===== config.mk =====
export PLATFORM = sky130hd
export DESIGN_NAME = csa_acc_seq
export DESIGN_NICKNAME = d
export VERILOG_FILES = /design/src/rtl/csa_acc_seq.sv
export SDC_FILE = /design/constraint.sdc
export NUM_CORES = 1
export LEC_CHECK = 0
export CAP_MARGIN = 20
export CORE_MARGIN = 2
export CORE_UTILIZATION = 40
export DETAILED_ROUTE_END_ITERATION = 8
export MAX_ROUTING_LAYER = met4
export PLACE_DENSITY_LB_ADDON = 0.12
export SLEW_MARGIN = 5
export SYNTH_ARGS = -nofsm -noshare
export SYNTH_HDL_FRONTEND = slang
export SYNTH_SLANG_ARGS = --single-unit

===== constraint.sdc =====
create_clock -name clk -period 6 [get_ports clk]
set_input_delay 1.2 -clock clk [delete_from_list [all_inputs] [get_ports clk]]
set_output_delay 1.2 -clock clk [all_outputs]
set_load 0.1 [all_outputs]

===== src/rtl/csa_acc_seq.sv =====
// Carry-save accumulator sequencer: sums a counted stream of W-bit operands in
// redundant (S, C) form, then resolves once and hands the result out on valid/ready.
module csa_acc_seq #(
  parameter int W     = 80,
  parameter int CNT_W = 8
) (
  input  logic             clk,
  input  logic             rst,
  input  logic             start,
  input  logic [CNT_W-1:0] num_ops,
  input  logic             op_valid,
  input  logic [W-1:0]     op_data,
  output logic             op_ready,
  output logic             busy,
  output logic             res_valid,
  output logic [W-1:0]     res_data,
  input  logic             res_ready
);

  typedef enum logic [1:0] {
    IDLE    = 2'd0,
    ACCUM   = 2'd1,
    RESOLVE = 2'd2,
    DONE    = 2'd3
  } state_e;

  state_e           state_q, state_d;
  logic [W-1:0]     s_q, s_d;
  logic [W-1:0]     c_q, c_d;
  logic [W-1:0]     r_q, r_d;
  logic [CNT_W-1:0] rem_q, rem_d;

  function automatic logic [W-1:0] csa_sum(input logic [W-1:0] a,
                                           input logic [W-1:0] b,
                                           input logic [W-1:0] d);
    return a ^ b ^ d;
  endfunction

  // Majority shifted up one place; the top carry falls off (result is mod 2^W).
  function automatic logic [W-1:0] csa_carry(input logic [W-1:0] a,
                                             input logic [W-1:0] b,
                                             input logic [W-1:0] d);
    logic [W-1:0] maj;
    maj = (a & b) | (a & d) | (b & d);
    return {maj[W-2:0], 1'b0};
  endfunction

  always_comb begin
    state_d = state_q;
    s_d     = s_q;
    c_d     = c_q;
    r_d     = r_q;
    rem_d   = rem_q;
    case (state_q)
      IDLE: begin
        if (start) begin
          s_d     = '0;
          c_d     = '0;
          rem_d   = num_ops;
          state_d = (num_ops != '0) ? ACCUM : RESOLVE;
        end
      end
      ACCUM: begin
        if (op_valid) begin
          s_d   = csa_sum(s_q, c_q, op_data);
          c_d   = csa_carry(s_q, c_q, op_data);
          rem_d = rem_q - 1'b1;
          if (rem_q == CNT_W'(1)) state_d = RESOLVE;
        end
      end
      RESOLVE: begin
        r_d     = s_q + c_q;
        state_d = DONE;
      end
      DONE: begin
        if (res_ready) state_d = IDLE;
      end
      default: state_d = IDLE;
    endcase
  end

  always_ff @(posedge clk) begin
    if (rst) begin
      state_q <= IDLE;
      s_q     <= '0;
      c_q     <= '0;
      r_q     <= '0;
      rem_q   <= '0;
    end else begin
      state_q <= state_d;
      s_q     <= s_d;
      c_q     <= c_d;
      r_q     <= r_d;
      rem_q   <= rem_d;
    end
  end

  // Handshake outputs decode the state register only, so no input reaches them combinationally.
  assign op_ready  = (state_q == ACCUM);
  assign busy      = (state_q != IDLE);
  assign res_valid = (state_q == DONE);
  assign res_data  = r_q;

endmodule


Yosys cells after proc, flatten, opt, wreduce, memory -nomap -nowiden
Index checks and enable logic that the tools add are counted.

Equality and inequality tests: 8. Add/subtract/negate cells: 2. Bitwise operators: 7. Mux-type cells: 14. Reductions and logical operators: 6.

Operators with widths (count): case mux 80 bit (2 select lines) (2); 2-to-1 mux 80 bit (3); bitwise AND 79 bit (3); XOR 80 bit (2); bitwise OR 79 bit (2); adder 80 bit (1); 2-to-1 mux 8 bit (2); case mux 8 bit (2 select lines) (1); 2-to-1 mux 2 bit (5); equality test 8 x 1 -> 1 bit (second input constant) (1); case mux 2 bit (4 select lines) (1); nonzero test 8 bit (1); subtractor 8 x 1 -> 8 bit (second input constant) (1); equality test 2 bit (second input constant) (2); != test 2 x 1 -> 1 bit (second input constant) (2); != test 2 bit (second input constant) (2); AND reduction 4 bit (1); nonzero test 2 bit (2); AND reduction 3 bit (1); equality test 2 x 1 -> 1 bit (second input constant) (1); zero test 2 bit (1).

Output and inout bits: 83. Input port bits: 93. Register bits after elaboration: 250.

Longest topological paths before layout
Word-level depth: 5. Depth in mapped cells: 12. Gate-level depth less buffers: 12.

Least setup slack after synthesis
OpenSTA, ideal clock, no wires.

Kind: flip-flop to flip-flop. From: register s_q[1]. To: register r_q[55] (netlist: res_data[55]). Slack: 2.817 ns. Required time: 5.894 ns. Stages on the path, launching flop included: 13. Arrival: 3.077 ns. Cell sequence: dfxtp_1 -> ha_1 -> fa_1 -> a21o_1 -> a221o_1 -> and4_1 -> o311ai_1 -> nand2_1 -> a21o_1 -> a21oi_2 -> nor3_1 -> or4_1 -> o311ai_0.

Cells in the longest elaborated chain, start to end: 1.

Ends and longest elaborated chain: from (decl) (RTL line 28) `logic [W-1:0] s_q, s_d;`; from (signal assigned) (RTL line 85) `s_q <= '0;`; from (signal assigned) (RTL line 91) `s_q <= s_d;`; adder 80 bit (RTL line 72) `r_d = s_q + c_q;`; to (signal assigned) (RTL line 93) `r_q <= r_d;`; to (decl) (RTL line 30) `logic [W-1:0] r_q, r_d;`.

No other way between the ends. A chain may end at the register's enable or synchronous reset.

Worst setup path in the final report
From: register state_q[1]. To: output port op_ready.

Cells in the longest elaborated chain, start to end: 1.

Ends and longest elaborated chain: from (decl) (RTL line 27) `state_e state_q, state_d;`; from (signal assigned) (RTL line 90) `state_q <= state_d;`; equality test 2 x 1 -> 1 bit (RTL line 99) `assign op_ready = (state_q == ACCUM);`; to (decl) (RTL line 13) `output logic op_ready,`.

No other way between the ends.

==> flow_summary_export.csv <==
group,metric,value,unit
clock_tree,cts_buffers,29,
die,rows,71,
timing,rsz0062_at_grt,"no",
global_routing,grt_overflow_total,0,
drt,drtIter0Drc,859,
global_routing,antenna_found_initial,0,
setup_path,r2r_setup_slack,2.37,ns
synthesis,synth-seq-cells,249,
setup_path,cp_data_required_time,4.80,ns
clock_tree,cts_setup_buffers,0,
global_routing,grt_pass1_vias,12741,
drt,dr.pass1.iters,5,
timing,slew_viol_final,0,
die,initial_core_util,40.8,%
setup_path,path_class,"reg2out",
synthesis,syn_inst,1760,
job,cap_violations,0,
placed_design,portBuffers,175,
placed_design,place_inst,2326,
die,coreArea,37800,sq um
synthesis,async_flop_share,0,%
die,fp.dieW,200,um
synthesis,syn_area,15400,sq um
setup_path,crit_arrival,3.03,ns
final_layout,nets,2105,
final_layout,final_cell_mix,"nor2_1 (279), dfxtp_1 (249), clkdlybuf4s50_1 (174)",
timing,setup_tns,0,ns
synthesis,ys_seq_area_share,32.4,%
timing,finalWorstSetupSlack,1.77,ns
clock_tree,clkTransAtPathRegs,0.06,ns
synthesis,ys_warn_count,0,
final_layout,area_growth,19.4,%
drt,routed_wl,42200,um
setup_path,r2r-end,"res_data[51]",
drt,vias,13151,
power_and_ir_drop,ir_worst_vdd,0.000550,V
timing,final_hold_viol_count,0,
synthesis,avgSynthCellArea,8.75,sq um
setup_path,endpoint,"op_ready",
timing,tightest_slew,1.11,ns
placed_design,place_congestion,0.919,
run_status,outcome,"finished, final reports clean",
clock_tree,cts_tree,"done",
synthesis,syn-num-nets,2018,
synthesis,synth-edff-count,0,
die,dieArea,40100,sq um
timing,timing.fmax,0.236,GHz
die,ios,176,
clock_tree,clock_sinks,249,
setup_path,startpoint,"state_q[1]",
clock_tree,cts-htree-levels,1,
final_layout,final_common_cell,"nor2_1",
timing,post-route-period-util,70.6,%
power_and_ir_drop,p_leak,7.25,nW
global_routing,grt_util_all_layers,21.2,%
timing,worst_clock_skew,0.0158,ns
placed_design,hpwl,31000,um
drt,wl_per_cell,17.7,um
final_layout,fill_cells,3659,
clock_tree,root_buffer,"clkbuf_16",
drt,viasPerCell,5.53,
drt,ant_nets,0,
die,fp.dieH,200,um
setup_path,worst_setup_path_end_kind,"output pin",
setup_path,r2r_cells,12,
setup_path,critPathMaxFanout,23,
synthesis,synth.distinct_cells,75,
drt,drc_errors,0,
setup_path,worstSetupStartpointType,"register",
final_layout,drive_gt1_share,4.18,%
timing,period_minus_slack,4.23,ns
clock_tree,cts_buffer_depth,3,
clock_tree,clk_latency,0.55,ns
timing,slew_headroom,26.1,%
final_layout,fin_cells,2379,
setup_path,reg2reg_from,"s_q[1]",
placed_design,dpl_worst_slack,2.34,ns
power_and_ir_drop,power.density,288,nW/um^2
clock_tree,post_cts_resized,0,
timing,setup_viol_count_final,0,
final_layout,num_antenna_cells,0,
min_path,min_path_type,"reg2reg",
global_routing,grt_max_degree,176,
synthesis,synthFlopType,"dfxtp_1",
clock_tree,cts-hold-fix-buffers,0,
global_routing,grt_pass1_wl,68800,um
-- per-stage QoR --
stage          instance area (sq um)  utilization (%)  power, mW  hold WS (ns)
3_5_place_dp                   17400             46.1       3.57         0.473
6_report                       18400             48.7       5.30         0.480
3_3_place_gp                   17400             46.1       3.55         0.458
4_1_cts                        18400             48.6       5.36         0.486
2_1_floorplan                  15400                -       3.12         0.446
5_1_grt                        18400             48.7       5.59         0.507
-- worst min-delay path by stage --
stage / from / to / slack [ns] / cells after the start
after detailed placement: s_q[79] / s_q[79] / 0.47 / 1
final: s_q[79] / s_q[79] / 0.48 / 1
after CTS: s_q[79] / s_q[79] / 0.49 / 1
after floorplan: s_q[79] / s_q[79] / 0.45 / 1
after global placement: s_q[79] / s_q[79] / 0.46 / 1
after global routing: s_q[79] / s_q[79] / 0.51 / 1
-- cell type report --
type                       instances  area, sq um  area share, %
clock buffer                      42          845           4.59
clock inverter                    10          114          0.619
inverter                          46          173          0.939
multi-input combinational       1340         9790           53.2
sequential                       249         4980           27.1
tap                              511          639           3.48
timing repair buffer             181         1850           10.0
-- cells by family after synthesis --
family / count (synthesis) / synth area share, %
buffers and inverters: 171 / 4.27
adder cells (fa/ha/maj): 165 / 17.3
AND/OR/NAND/NOR: 536 / 15.9
AO/OA/AOI/OAI: 522 / 23.1
XOR/XNOR: 62 / 3.53
multiplexers: 55 / 3.57
flip-flops: 249 / 32.4
-- report_power, final --
group / internal (mW) / total [mW] / switching [mW]
sequential: 1.75 / 1.85 / 0.0969
clock: 1.06 / 1.77 / 0.717
combinational: 0.526 / 1.69 / 1.16
-- flip-flops by register name, summed over array words and instances (netlist names) --
name	cells
s_q	80
rem_q	8
state_q	2
c_q	79
res_data	80
-- synth_stat cells, drive strengths merged, types with 19 or more instances --
library cell	instances	share of area, %
nand2	93	2.3
inv	46	1.1
nor3	19	0.62
ha	86	7.0
a21o	40	1.9
a22oi	157	7.7
o21ai	64	2.1
a21oi	125	4.1
mux2i	55	3.6
o21bai	27	1.3
clkbuf	104	2.5
xor2	24	1.4
nor2	279	6.8
xnor2	38	2.2
nand4	39	1.6
fa	79	10
buf	21	0.61
dfxtp	249	32
-- critical path, cell delays in order (launching register included) --
cell and delay [ns]:
dfxtp_1 0.35, inv_1 0.14, ha_1 0.72, clkdlybuf4s50_1 1.27
-- metal layers --
layer | vias to the layer above | global-route usage, % | routed length (um)
met5 | - | - | 0
li1 | 6497 | - | -
met1 | 6324 | 29.2 | 20300
met2 | 274 | 32.8 | 19100
met3 | 56 | 2.91 | 1730
met4 | 0 | 5.38 | 1130
Note: power is estimated with default switching activity, not from simulation.
